===== src/rtl/ps2_pkg.sv =====
// Shared constants and types for the PS/2 Set-2 scan code decoder.
package ps2_pkg;

    localparam logic [7:0] PS2_EXT   = 8'hE0;
    localparam logic [7:0] PS2_BRK   = 8'hF0;
    localparam logic [7:0] PS2_PAUSE = 8'hE1;
    localparam logic [7:0] PS2_ACK   = 8'hFA;
    localparam logic [7:0] PS2_BAT   = 8'hAA;
    localparam logic [7:0] PS2_ERR0  = 8'h00;
    localparam logic [7:0] PS2_ERR1  = 8'hFF;

    // Bytes that follow E1 in the Pause make sequence
    localparam logic [2:0] PAUSE_TAIL = 3'd7;

    typedef enum logic [2:0] {
        ST_IDLE,
        ST_EXT,
        ST_BRK,
        ST_EXT_BRK,
        ST_PAUSE
    } ps2_state_t;

    typedef struct packed {
        logic       ext;
        logic       brk;
        logic [7:0] code;
    } ps2_event_t;

endpackage


===== src/rtl/ps2_event_fifo.sv =====
// First-word-fall-through event queue; the head entry is always visible on head_o.
module ps2_event_fifo
    import ps2_pkg::*;
#(
    parameter int DEPTH = 8
) (
    input  logic                     clk,
    input  logic                     reset,
    input  logic                     push_i,
    input  ps2_event_t               din_i,
    input  logic                     pop_i,
    output ps2_event_t               head_o,
    output logic                     empty_o,
    output logic                     full_o,
    output logic [$clog2(DEPTH):0]   level_o
);
    localparam int AW = $clog2(DEPTH);

    ps2_event_t              mem_q [DEPTH];
    logic [AW-1:0]           wr_ptr_q;
    logic [AW-1:0]           rd_ptr_q;
    logic [AW:0]             level_q;
    logic                    pop_en;
    logic                    push_en;

    assign empty_o = (level_q == '0);
    assign full_o  = (level_q == (AW+1)'(DEPTH));
    assign level_o = level_q;
    assign head_o  = mem_q[rd_ptr_q];

    // A full queue still accepts a push when the head leaves in the same cycle.
    assign pop_en  = pop_i & ~empty_o;
    assign push_en = push_i & (~full_o | pop_en);

    // Storage, pointers and occupancy.
    always_ff @(posedge clk or posedge reset) begin
        if (reset) begin
            for (int i = 0; i < DEPTH; i++) mem_q[i] <= '0;
            wr_ptr_q <= '0;
            rd_ptr_q <= '0;
            level_q  <= '0;
        end else begin
            if (push_en) begin
                mem_q[wr_ptr_q] <= din_i;
                wr_ptr_q        <= wr_ptr_q + 1'b1;
            end
            if (pop_en) rd_ptr_q <= rd_ptr_q + 1'b1;
            case ({push_en, pop_en})
                2'b10:   level_q <= level_q + 1'b1;
                2'b01:   level_q <= level_q - 1'b1;
                default: level_q <= level_q;
            endcase
        end
    end

endmodule


===== src/rtl/ps2_scancode_decoder.sv =====
// Turns the Set-2 byte stream into make/break events and queues them.
//
// state      | meaning
// -----------+-------------------------------------------
// ST_IDLE    | no prefix seen
// ST_EXT     | E0 seen
// ST_BRK     | F0 seen
// ST_EXT_BRK | E0 F0 seen
// ST_PAUSE   | swallowing the remaining Pause bytes
module ps2_scancode_decoder
    import ps2_pkg::*;
#(
    parameter int DEPTH = 8
) (
    input  logic                     clk,
    input  logic                     reset,
    input  logic [7:0]               rx_data,
    input  logic                     rx_valid,
    output logic [7:0]               ev_code,
    output logic                     ev_ext,
    output logic                     ev_break,
    output logic                     ev_valid,
    input  logic                     ev_ready,
    output logic [$clog2(DEPTH):0]   ev_level,
    output logic                     ack_pulse,
    output logic                     bat_pulse,
    output logic                     kbd_err,
    output logic                     overflow,
    input  logic                     clr_flags
);
    ps2_state_t  state_q, state_d;
    logic [2:0]  cnt_q, cnt_d;
    logic        push_d;
    ps2_event_t  ev_d;
    logic        ack_d, bat_d, err_d;
    logic        ack_q, bat_q, err_q, ovf_q;
    ps2_event_t  head;
    logic        fifo_empty, fifo_full;

    // Next-state decode of the current byte; the event is pushed on the same edge.
    always_comb begin
        state_d = state_q;
        cnt_d   = cnt_q;
        push_d  = 1'b0;
        ev_d    = '0;
        ack_d   = 1'b0;
        bat_d   = 1'b0;
        err_d   = 1'b0;
        if (rx_valid) begin
            if (state_q == ST_PAUSE) begin
                if (cnt_q <= 3'd1) begin
                    push_d  = 1'b1;
                    ev_d    = '{ext: 1'b1, brk: 1'b0, code: PS2_PAUSE};
                    cnt_d   = '0;
                    state_d = ST_IDLE;
                end else begin
                    cnt_d = cnt_q - 3'd1;
                end
            end else begin
                case (rx_data)
                    PS2_EXT:   state_d = ST_EXT;
                    PS2_BRK: begin
                        if (state_q == ST_IDLE)     state_d = ST_BRK;
                        else if (state_q == ST_EXT) state_d = ST_EXT_BRK;
                    end
                    PS2_PAUSE: begin
                        state_d = ST_PAUSE;
                        cnt_d   = PAUSE_TAIL;
                    end
                    PS2_ERR0, PS2_ERR1: begin
                        err_d   = 1'b1;
                        state_d = ST_IDLE;
                    end
                    PS2_ACK:   ack_d = 1'b1;
                    default: begin
                        if (rx_data == PS2_BAT && state_q == ST_IDLE) begin
                            bat_d = 1'b1;
                        end else begin
                            push_d  = 1'b1;
                            ev_d.ext  = (state_q == ST_EXT) || (state_q == ST_EXT_BRK);
                            ev_d.brk  = (state_q == ST_BRK) || (state_q == ST_EXT_BRK);
                            ev_d.code = rx_data;
                            state_d = ST_IDLE;
                        end
                    end
                endcase
            end
        end
    end

    // Decoder state, status pulses and sticky flags (a same-cycle set beats clear).
    always_ff @(posedge clk or posedge reset) begin
        if (reset) begin
            state_q <= ST_IDLE;
            cnt_q   <= '0;
            ack_q   <= 1'b0;
            bat_q   <= 1'b0;
            err_q   <= 1'b0;
            ovf_q   <= 1'b0;
        end else begin
            state_q <= state_d;
            cnt_q   <= cnt_d;
            ack_q   <= ack_d;
            bat_q   <= bat_d;
            if (err_d)          err_q <= 1'b1;
            else if (clr_flags) err_q <= 1'b0;
            if (push_d && fifo_full && !ev_ready) ovf_q <= 1'b1;
            else if (clr_flags)                   ovf_q <= 1'b0;
        end
    end

    ps2_event_fifo #(.DEPTH(DEPTH)) u_fifo (
        .clk     (clk),
        .reset   (reset),
        .push_i  (push_d),
        .din_i   (ev_d),
        .pop_i   (ev_ready),
        .head_o  (head),
        .empty_o (fifo_empty),
        .full_o  (fifo_full),
        .level_o (ev_level)
    );

    assign ev_code   = head.code;
    assign ev_ext    = head.ext;
    assign ev_break  = head.brk;
    assign ev_valid  = ~fifo_empty;
    assign ack_pulse = ack_q;
    assign bat_pulse = bat_q;
    assign kbd_err   = err_q;
    assign overflow  = ovf_q;

endmodule


===== config.mk =====
export PLATFORM = sky130hd
export DESIGN_NAME = ps2_scancode_decoder
export DESIGN_NICKNAME = d
export VERILOG_FILES = /design/src/rtl/ps2_pkg.sv /design/src/rtl/ps2_event_fifo.sv /design/src/rtl/ps2_scancode_decoder.sv
export SDC_FILE = /design/constraint.sdc
export NUM_CORES = 1
export LEC_CHECK = 0
export CAP_MARGIN = 20
export CORE_ASPECT_RATIO = 0.6
export CORE_MARGIN = 10
export CORE_UTILIZATION = 25
export CTS_BUF_LIST = sky130_fd_sc_hd__clkbuf_8
export CTS_CLUSTER_DIAMETER = 50
export DETAILED_ROUTE_END_ITERATION = 12
export GPL_TIMING_DRIVEN = 0
export PLACE_DENSITY = 0.36
export SLEW_MARGIN = 20
export SYNTH_ARGS = -nofsm -noshare
export SYNTH_HDL_FRONTEND = slang
export SYNTH_SLANG_ARGS = --single-unit

===== constraint.sdc =====
create_clock -name clk -period 6.5 [get_ports clk]
set_clock_uncertainty 0.05 [all_clocks]
set_input_delay 1.3 -clock clk [delete_from_list [all_inputs] [get_ports clk]]
set_output_delay 1.3 -clock clk [all_outputs]
set_load 0.01 [all_outputs]

==> results summary, run 1 <==
The run finished with clean final reports. The clock transition at the registers of the reported paths came out at 0.11 ns. In the final routed layout, each cell accounts on average for 18.84 µm. The most numerous cell type found on the critical path is xor2_1. Compared with the post-synthesis result, the final layout area differs by 17.50%. The final worst-path cycle share came out at between 60% and 70%. Grouping stages by cell kind, the critical path spends the most delay in simple AND/OR/NAND/NOR gates. The maximum clock frequency is 0.2213 GHz. The standby leakage power came out at 2.484 nW.

The tightest min-delay check is of the flop to flop type. The count of buffer and inverter cells on the critical path came out at 2. The power per cell area came out at 415.9 nW/µm². The type of destination of the critical path is a flop. The maximum buffer depth of the clock tree came out at 2. The final count of negative-setup-slack endpoints is 0.

The first global-routing pass estimated 19.78 mm of wire. After filler insertion, the fill cell instance count of the layout stands at 1,941. The highest fanout seen on the critical path came out at 10. The proportion of layout cells with a drive suffix above 1 is 36.72%. The number of inserted diodes came out at 0. Of all cell types, the one taking the most synthesized area is dfrtp_1.

Synthesis produced a netlist with a net count of 375. The data required time at the worst endpoint is 6.71 ns. Setup repair after global routing left no endpoint under its margin. Yosys mapped a number of flops with a built-in enable equal to 0. The number of global-route vias before repair was 3,170. The worst-path cell with the longest stage delay is nor4_1.

The cell sitting at the root of the clock tree is a clkbuf_8. The hold violation total from the final report came out at 0. TritonCTS built the clock tree.

The count of buffers from port buffering came out at 30. The die area is between 20,000 and 30,000 µm². The launching element type of the critical path is a primary input.

Measured against its own limit, the worst slew margin works out to 26.18%. The initial antenna violation count was 0. The core region is 19,270 µm².

The kind of critical path is primary input to flop. The cts-stage hold buffer count came out at 0. The fraction of post-synthesis cell area in the top cell type by area is 50.37%. In this run the post-CTS setup repair buffer count came out at 0. The pin count of the biggest net entering global routing came out at 72.

The average vias per placed instance is 4.528. The final layout contains routed wiring with a total length of 12.60 mm. For the finished layout, the period the worst path requires is 4.519 ns.

Once detailed placement completed, the half-perimeter wirelength came to 8.520 mm. In this run the mean area of a mapped cell was 14.00 µm². The setup slack of the critical path after layout came out at 1.981 ns.

The number of max-slew violations in the final report came to 0. The count of cell types in the netlist came out at 49. The global-route usage over all layers came out at 9.992%. By area the synthesized netlist is led by dfrtp_1 50%, mux2_2 21%, mux4_2 9.1%, ha_1 1.8%, nor4_4 1.3%. Counting the buffers created by CTS gives 9. The area of the mapped netlist is 4969 µm². The I/O pin total came out at 32. After global routing the overflow that remains totals 0. The clock latency on the worst-skew pair came out at 0.39 ns.

From bottom edge to top edge, the die measures 129.2 µm. The via total after detailed routing is roughly 3,000. The final weighted congestion of routability-driven global placement is approximately 0.74. In the synthesized netlist, the number of instances is approximately 360. IR analysis of the VDD net gives a maximum drop of approximately 0.19 mV. The layout net count is 418. The total clock sinks came out at 100. The deepest level of the CTS H-tree is 3. Once detail routing completed, the nets flagged for antenna violations numbered 0. The final setup TNS is 0 ns. Gates resized during post-CTS repair numbered 0. Synthesis inferred 100 register bits. For this configuration, the core starts out at a cell density of 25.78%. The async set-or-reset flop fraction in the synthesized netlist is 100.0%. The library cell used most frequently in the layout, excluding fill and tap cells, is dfrtp_1. The site row count is 39. Leaving out fill and tap cells, the most frequent cells in the layout are 100 x dfrtp_1, 91 x mux2_2, 30 x clkdlybuf4s50_1. After the first detailed-routing iteration, the DRC count stood at 120.

The most used flip-flop cell after synthesis is dfrtp_1. The residual DRC count came out at 0. Walking the worst path, the cells encountered are clkdlybuf4s50_1 > nor4_1 > a22oi_2 > a21boi_4 > a21oi_2 > buf_6 > or2_0 > ha_1 > xor2_1 > ha_1 > a21oi_1 > xor2_1 > nor2_1 > xor2_1. The synthesis warning total came out at 0. The worst slack after detailed placement came out at 1.590 ns. Summing the sequential cell areas from Yosys gives between 50 and 60% of the chip area. The die outline width came out at 202 µm. The number of detailed-routing iterations run before antenna repair is 5. The transition time at the pin with the least slew margin came out at 1.099 ns.

The critical path data arrival time came out at 4.73 ns. The max-capacitance violation count is 0. The largest stage delay on the critical path came out at 0.60 ns.
## path summary, 6_finish.rpt
path	start	to	slack (ns)	depth (start not counted)
max	rx_data[1]	u_fifo.level_o[2]$_DFFE_PP0P_	1.98	14
min	u_fifo.mem_q[4]$_DFFE_PP0P_	u_fifo.mem_q[4]$_DFFE_PP0P_	0.45	1
max reg2reg	state_q[2]$_DFFE_PP0P_	u_fifo.level_o[2]$_DFFE_PP0P_	3.05	14
min reg2reg	u_fifo.mem_q[4]$_DFFE_PP0P_	u_fifo.mem_q[4]$_DFFE_PP0P_	0.45	1
max in group asynchronous	reset	u_fifo.mem_q[52]$_DFFE_PP0P_	4.53	3
min in group asynchronous	reset	bat_pulse$_DFF_PP0_	1.20	2
## sequential cells by signal, summed over array words and instances, names as in the netlist
name and flops:
u_fifo.mem_q 80, u_fifo.level_o 4, cnt_q 3, state_q 3, u_fifo.rd_ptr_q 3, u_fifo.wr_ptr_q 3, ack_pulse 1, bat_pulse 1
kbd_err 1, overflow 1
## power by group
part / switching (mW) / internal [mW] / leakage, nW / total (mW)
registers: 0.137 / 0.846 / 1.30 / 0.984
clock network: 0.236 / 0.177 / 0.0968 / 0.413
logic: 0.443 / 0.588 / 1.08 / 1.03
## per-layer routing
layer | GRT usage (%) | part of all wire (%)
met4 | 2.068 | 1.0
met3 | 3.036 | 3.7
met1 | 13.86 | 52
met5 | 0 | 0
met2 | 15.05 | 43
## synthesized netlist by cell type, types with 2 or more instances
cell,instances
nand4_1,3
inv_1,8
buf_1,7
mux2_2,91
o31ai_1,2
mux2_1,4
and3_1,4
nand3_1,5
nor4_4,3
nor4b_1,6
mux4_2,20
or3_1,2
xor2_1,5
nor2_1,13
xnor2_1,4
a21oi_1,9
buf_2,5
a22o_1,2
nor3b_1,3
nand2b_1,4
nand2_1,14
and4_1,2
ha_1,7
clkbuf_1,3
nor4_1,3
nand4b_1,2
and2_1,2
dfrtp_1,100
o22ai_1,2
## metrics by stage
step / power (mW) / utilization (%) / hold WS [ns] / instance area (µm²) / cells
4_1_cts: 2.476 / 30.29 / 0.4551 / 5838 / 669
3_3_place_gp: 2.030 / 29.06 / 0.4240 / 5602 / 651
3_5_place_dp: 2.049 / 29.30 / 0.4243 / 5647 / 653
5_1_grt: 2.601 / 30.29 / 0.4754 / 5838 / 669
2_1_floorplan: 1.670 / - / 0.4026 / 4969 / 355
6_report: 2.428 / 30.29 / 0.4529 / 5838 / 669
## cells by family after synthesis
logic type               Yosys count  synth area share [%]
adder cells (fa/ha/maj)            7                 1.763
buffers and inverters             26                 2.342
AND/OR/NAND/NOR                   71                 9.217
multiplexers                     116                 30.80
XOR/XNOR                           9                 1.586
AO/OA/AOI/OAI                     26                 3.929
flip-flops                       100                 50.37
## area by class of cell
class	count	area (µm²)	share of cell area [%]
Inverter	8	35.03	0.6001
Timing Repair Buffer	32	339.1	5.808
Clock buffer	9	123.9	2.122
Multi-Input combinational cell	229	2350	40.25
Clock inverter	7	67.56	1.157
Tap cell	266	332.8	5.701
Sequential cell	100	2502	42.86
Buffer	18	87.58	1.500
(Power assumes the default switching activity.)
==> run 2: changes to the inputs <==
- clock period: 6.5 -> 4.4 ns (I/O delays scaled with it)
==> results summary, run 2 (synthesis results as in run 1) <==
The data required time at the worst endpoint came out at 4.61 ns (was 6.71 ns). The kind of critical path is primary input to flop (unchanged). The leading cell type in the layout, fill and taps excluded was dfrtp_1 (unchanged). The placed cell area is 5647 µm² (unchanged). The clock root buffer master is clkbuf_8 (unchanged). The number of flip-flops in the largest register came out at 80 (unchanged).

The total clock sinks came out at 100 (unchanged). The count of buffers from port buffering came out at 30 (unchanged). Unrepaired setup endpoints after global routing: false (unchanged). The I/O pin total is 32 (unchanged). The pin count of the biggest net entering global routing came out at 72 (unchanged).

The routed wire length per instance was 18.84 µm (about the same). The die outline width is 202 µm (unchanged). Top library cells by usage in the layout, fill and taps aside: 100 x dfrtp_1, 91 x mux2_2, 30 x clkdlybuf4s50_1 (unchanged). The cts-stage hold buffer count is 0 (unchanged). The critical path data arrival time came out at 4.18 ns (was 4.73 ns). Critical path, cell by cell: clkdlybuf4s50_1 > nor4_1 > nand4_1 > or3_1 > a21oi_2 > buf_6 > or2_0 > ha_1 > xor2_1 > ha_1 > a21oi_1 > xor2_1 > nor2_1 > xor2_1 (was clkdlybuf4s50_1 > nor4_1 > a22oi_2 > a21boi_4 > a21oi_2 > buf_6 > or2_0 > ha_1 > xor2_1 > ha_1 > a21oi_1 > xor2_1 > nor2_1 > xor2_1).

The die area is 26,100 µm² (unchanged). The residual DRC count is 0 (unchanged). The layout overhead on the synthesized area was 17.63% (was 17.50%). The part of the power in registers is 40.5% (about the same). The initial antenna violation count is 0 (unchanged).

The reported net switching power is 1.206 mW (was 0.8165 mW). The max-capacitance violation count is 0 (unchanged). The part of the total power dissipated in combinational logic is 42.5% (about the same). The via total after detailed routing came to 3,014 (was 3,029).

The final worst-path cycle share is 90.24%. The final HPWL from detailed placement came out at 8.520 mm (unchanged). The most repeated library cell on the critical path is xor2_1 (unchanged). The site row count is 39 (unchanged). The starting DRC count in detailed routing came out at 105 (was 120). The sum of routed wire length over all layers came out at 12.61 mm (was 12.60 mm). The transition time at the pin with the least slew margin is 1.099 ns (about the same).

The global-route usage over all layers is 9.992% (unchanged). The power share of the clock group is 17.0% (about the same). The final count of negative-setup-slack endpoints was 0 (unchanged).

The placeable core region was 19,270 µm² (unchanged). The design internal power came out at 2.381 mW (was 1.611 mW). The worst-path cell with the longest stage delay is clkdlybuf4s50_1 (was nor4_1). The layout net count was 418 (unchanged). The final period demand of the worst path came out at 3.971 ns.

The most flop-heavy register is u_fifo.mem_q (unchanged). The effective utilization at floorplan is 25.78% (unchanged). The number of max-slew violations in the final report came to 0 (unchanged).

The clock transition at the registers of the reported paths came out at 0.11 ns (about the same). The maximum clock frequency is 0.2518 GHz. The number of buffers created by CTS was 9 (unchanged).

The clock latency on the worst-skew pair came out at 0.39 ns (about the same). The proportion of layout cells with a drive suffix above 1 came out at 36.97% (was 36.72%). The maximum buffer depth of the clock tree is 2 (unchanged). The number of inserted diodes is 0 (unchanged). The deepest level of the CTS H-tree was 3 (unchanged). The class of the tightest hold or removal check is flop to flop (unchanged).

The average vias per placed instance came to 4.505 (was 4.528). The standby leakage power was 2.484 nW (about the same). The global-route wire length before repair came out at 19.78 mm (unchanged). The power per cell area was 613.7 nW/µm² (was 415.9 nW/µm²). The hold violation total from the final report is 0 (unchanged).

The number of detailed-routing iterations run before antenna repair is 5 (unchanged). The remaining antenna violation count after routing came out at 0 (unchanged). The tightest slew margin relative to the limit is 26.18% (about the same).

The die boundary height came out at 129.2 µm (unchanged). The hold slack came out at 0.4529 ns (unchanged). The number of filler instances in the final layout came to 1,942 (was 1,941). Result of the run: finished, final reports clean (unchanged). The post-CTS repair timing setup buffer count came out at 0 (unchanged). The number of global-route vias before repair came to 3,170 (unchanged). The peak supply drop is 0.2747 mV (was 0.1860 mV). The remaining global-route overflow came out at 0 (unchanged). The final weighted congestion of routability-driven global placement came out at 0.7448 (unchanged). The post-route standard cell area excluding fillers came out at 5844 µm² (was 5838 µm²). The largest stage delay on the critical path came to 0.56 ns (was 0.60 ns). The switching share of power came to 33.63% (about the same). The clock tree from TritonCTS is built (unchanged). The launching element type of the critical path is a primary input (unchanged). The highest fanout seen on the critical path is 10 (unchanged). The type of destination of the critical path is a flop (unchanged).
run 2: changes by cell type in the layout (fill, tap and decap cells not counted):
cell    change
nor4_2      +1
nor4_1      -1
run 2: final timing paths:
kind	startpoint	end	slack, ns	depth (start not counted)
worst max-delay path	rx_data[4]	u_fifo.level_o[2]$_DFFE_PP0P_	0.43	14
worst min-delay path	u_fifo.mem_q[4]$_DFFE_PP0P_	u_fifo.mem_q[4]$_DFFE_PP0P_	0.45	1
worst max register to register	state_q[2]$_DFFE_PP0P_	u_fifo.level_o[2]$_DFFE_PP0P_	0.94	14
worst min register to register	u_fifo.mem_q[4]$_DFFE_PP0P_	u_fifo.mem_q[4]$_DFFE_PP0P_	0.45	1
max in group asynchronous	reset	u_fifo.mem_q[52]$_DFFE_PP0P_	2.85	3
min in group asynchronous	reset	bat_pulse$_DFF_PP0_	0.78	2
run 2: metal layers:
metal | vias up | share of wire, % | GRT usage (%)
met4 | 0 | 1.0 | 2.068
met3 | 11 | 3.7 | 3.036
met5 | - | 0 | 0
met2 | 37 | 43 | 15.05
met1 | 1559 | 52 | 13.86
li1 | 1407 | - | -
run 2: timing repair:
action                     CTS  global route
setup endpoints to repair    0             1
hold endpoints to repair     0             0
gates resized for setup      0             1
run 2: layout make-up:
class	count	area (µm²)	area share [%]
multi-input cells	229	2356	40.31
plain buffers	18	87.58	1.499
well taps	266	332.8	5.695
flip-flops and latches	100	2502	42.82
clock buffers	9	123.9	2.119
clock inverters	7	67.56	1.156
repair buffers	32	339.1	5.802
inverters	8	35.03	0.5994
run 2: worst max-delay path, delay by kind of cell:
| kind | cells | cell delay (ns) |
|---|---|---|
| AOI/OAI and AO/OA | 2 | 0.42 |
| xor gates and xnor gates | 3 | 0.40 |
| adders and majority gates | 2 | 0.51 |
| buffers and inverters | 2 | 0.76 |
| and+or+nand+nor | 5 | 1.20 |
run 2: power groups by stage:
stage / sequential (mW) / clock, mW / combinational [mW]
floorplan: 1.42 / 0 / 1.05
global placement: 1.47 / 0 / 1.53
detailed placement: 1.47 / 0 / 1.56
CTS: 1.45 / 0.640 / 1.57
global route: 1.50 / 0.673 / 1.67
finish: 1.45 / 0.610 / 1.52
run 2: through the flow:
stage               total power [mW]  utilization (%)  worst slack, ns  cells  setup TNS (ns)
floorplan                      2.467                -           0.8512    355               0
global placement               2.998            29.06           -1.101    651         -108.81
detailed placement             3.027            29.30         -0.09028    653         -0.1473
CTS                            3.658            30.29           0.2830    669               0
global route                   3.843            30.32           0.1651    669               0
finish                         3.587            30.32           0.4293    669               0
==> run 3: changes to the inputs <==
- SLEW_MARGIN: 20 -> 25
==> results summary, run 3 (synthesis results as in run 1) <==
Result of the run: finished, final reports clean (unchanged). The site row count came to 39 (unchanged). The number of flip-flops in the largest register was 80 (unchanged). The average vias per placed instance came out at 4.525 (was 4.505). The remaining antenna violation count after routing came out at 0 (unchanged).

The clock root buffer master was clkbuf_8 (unchanged). The transition time at the pin with the least slew margin came out at 0.9395 ns (was 1.099 ns). The leading cell type in the layout, fill and taps excluded is dfrtp_1 (unchanged). The launching element type of the critical path is a primary input (unchanged).

The I/O pin total came out at 32 (unchanged). The most flop-heavy register is u_fifo.mem_q (unchanged). The global-route usage over all layers is 9.995% (was 9.992%). The clock tree from TritonCTS is built (unchanged).

The number of filler instances in the final layout came to 1,954 (was 1,942). The number of buffers created by CTS is 9 (unchanged). The deepest level of the CTS H-tree is 3 (unchanged). The type of destination of the critical path was a flop (unchanged). The worst min-delay path endpoint is u_fifo.mem_q[4]$_DFFE_PP0P_ (unchanged). The number of inserted diodes was 0 (unchanged). The count of buffers from port buffering is 30 (unchanged).

Unrepaired setup endpoints after global routing: false (unchanged). The maximum clock frequency is 0.2438 GHz (was 0.2518 GHz). The total clock sinks was 100 (unchanged). The hold path startpoint was u_fifo.mem_q[4]$_DFFE_PP0P_ (unchanged). The hold violation total from the final report came to 0 (unchanged). The count of buffer and inverter cells on the critical path is 2 (unchanged).

The sum of routed wire length over all layers is 12.61 mm (about the same). The peak supply drop is 0.2263 mV (was 0.2747 mV). The remaining global-route overflow came out at 0 (unchanged).

The max-capacitance violation count is 0 (unchanged). The part of the total power dissipated in combinational logic came out at 42.6% (was 42.5%). The post-CTS repair timing setup buffer count is 0 (unchanged). The reg-to-reg critical path endpoint was u_fifo.level_o[2]$_DFFE_PP0P_ (unchanged). The cell class contributing the biggest share of worst-path delay is simple AND/OR/NAND/NOR gates (unchanged).

The number of max-slew violations in the final report came out at 0 (unchanged). The final weighted congestion of routability-driven global placement came to 0.7448 (unchanged). Top library cells by usage in the layout, fill and taps aside: 100 x dfrtp_1, 91 x mux2_2, 30 x clkdlybuf4s50_1 (unchanged). The count of placed standard cells including taps was 653 (unchanged). The via total after detailed routing was 3,023 (was 3,014).

The starting DRC count in detailed routing was 127 (was 105). Critical path, cell by cell: clkdlybuf4s50_1 > nor4_1 > a22oi_2 > a21boi_4 > a21oi_2 > buf_6 > or2_0 > ha_1 > xor2_1 > ha_1 > a21oi_1 > xor2_1 > nor2_1 > xor2_1 (was clkdlybuf4s50_1 > nor4_1 > nand4_1 > or3_1 > a21oi_2 > buf_6 > or2_0 > ha_1 > xor2_1 > ha_1 > a21oi_1 > xor2_1 > nor2_1 > xor2_1). The effective utilization at floorplan is 25.78% (unchanged).

The kind of critical path is primary input to flop (unchanged). The data required time at the worst endpoint is 4.61 ns (about the same). The clock latency on the worst-skew pair is 0.38 ns (was 0.39 ns). The final HPWL from detailed placement is 8.534 mm (was 8.520 mm). The number of cells on the worst reg-to-reg path was 14 (unchanged). The die boundary height is 129.2 µm (unchanged). The critical path data arrival time came out at 4.31 ns (was 4.18 ns). The highest fanout seen on the critical path is 10 (unchanged).

The die area came out at 26,100 µm² (unchanged). The setup slack of the worst register-to-register path is 0.95 ns (was 0.94 ns). The count of placed standard cells in the final layout, fillers left out is 668 (was 669). The worst-path cell with the longest stage delay is nor4_1 (was clkdlybuf4s50_1).

The maximum buffer depth of the clock tree came out at 2 (unchanged). The share of the core filled with cells is 30.27% (was 30.32%). The die outline width is 202 µm (unchanged).

The proportion of layout cells with a drive suffix above 1 came to 36.82% (was 36.97%). The class of the tightest hold or removal check was flop to flop (unchanged). The final worst-path cycle share is 93.22% (was 90.24%). The switching share of power came out at 33.29% (was 33.63%). The final period demand of the worst path came to 4.102 ns (was 3.971 ns). The number of global-route vias before repair is 3,141 (was 3,170). The reported net switching power came to 1.184 mW (was 1.206 mW). The power per cell area was 609.6 nW/µm² (was 613.7 nW/µm²). The layout net count came out at 419 (was 418). The design internal power came out at 2.373 mW (was 2.381 mW). The tightest slew margin relative to the limit came to 36.89% (was 26.18%).

The number of detailed-routing iterations run before antenna repair came out at 5 (unchanged). The residual DRC count is 0 (unchanged). The pin count of the biggest net entering global routing came to 71 (was 72). The global-route wire length before repair came out at 19.71 mm (was 19.78 mm). The most repeated library cell on the critical path was xor2_1 (unchanged). The worst hold path stage count came out at 1 (unchanged). The cts-stage hold buffer count is 0 (unchanged). The largest stage delay on the critical path is 0.58 ns (was 0.56 ns).

The clock transition at the registers of the reported paths was 0.10 ns (was 0.11 ns). The placeable core region was 19,270 µm² (unchanged). The layout overhead on the synthesized area came out at 17.43% (was 17.63%). The routed wire length per instance is 18.88 µm (was 18.84 µm). The standby leakage power is 2.488 nW (was 2.484 nW). The origin of the critical flop-to-flop path is state_q[2]$_DFFE_PP0P_ (unchanged).

The initial antenna violation count came out at 0 (unchanged). The final count of negative-setup-slack endpoints is 0 (unchanged). The power share of the clock group came out at 16.5% (was 17.0%). The number of resized instances in the post-cts repair step is 0 (unchanged). The part of the power in registers is 40.9% (was 40.5%).
run 3: stage by stage:
step                      setup slack (ns)  area (µm²)  TNS [ns]  power [mW]  hold WS, ns
after detailed placement          -0.08908        5644   -0.1682       3.019       0.4243
after global placement              -1.101        5602   -108.81       2.998       0.4240
after global routing              0.004030        5834         0       3.828       0.4733
final                               0.2981        5834         0       3.557       0.4489
after CTS                           0.2902        5823         0       3.631       0.4532
after floorplan                     0.8512        4969         0       2.467       0.4026
run 3: routing by layer:
metal	routed length (µm)	GRT usage (%)	up-vias
met5	0	0	-
met4	74	1.980	0
met3	603	3.211	5
met2	5532	15.13	40
met1	6398	13.73	1572
li1	-	-	1406
run 3: worst max path at each step:
stage                     slack, ns                       endpoint  cells after the start  startpoint
final                          0.30  u_fifo.level_o[2]$_DFFE_PP0P_                     14  rx_data[1]
after global routing          0.004  u_fifo.level_o[3]$_DFFE_PP0P_                     14  rx_data[1]
after CTS                      0.29  u_fifo.level_o[3]$_DFFE_PP0P_                     14  rx_data[1]
after detailed placement      -0.09  u_fifo.level_o[3]$_DFFE_PP0P_                     14  rx_data[1]
after global placement        -1.10   u_fifo.mem_q[62]$_DFFE_PP0P_                      2       reset
after floorplan                0.85            ack_pulse$_DFF_PP0_                      1       reset
run 3: final cells by class:
cell class	instances	area, µm²	area share (%)
inverter	8	35.03	0.6005
tap	266	332.8	5.704
buffer	18	88.84	1.523
clock buffer	9	123.9	2.123
sequential	100	2502	42.89
timing repair buffer	33	346.6	5.940
multi-input combinational	229	2350	40.27
clock inverter	5	55.05	0.9436
run 3: power by group through the flow:
stage | logic (mW) | clock network [mW] | registers, mW
after floorplan | 1.05 | 0 | 1.42
after global placement | 1.53 | 0 | 1.47
after detailed placement | 1.55 | 0 | 1.47
after CTS | 1.56 | 0.621 | 1.45
after global routing | 1.67 | 0.652 | 1.50
final | 1.52 | 0.587 | 1.45
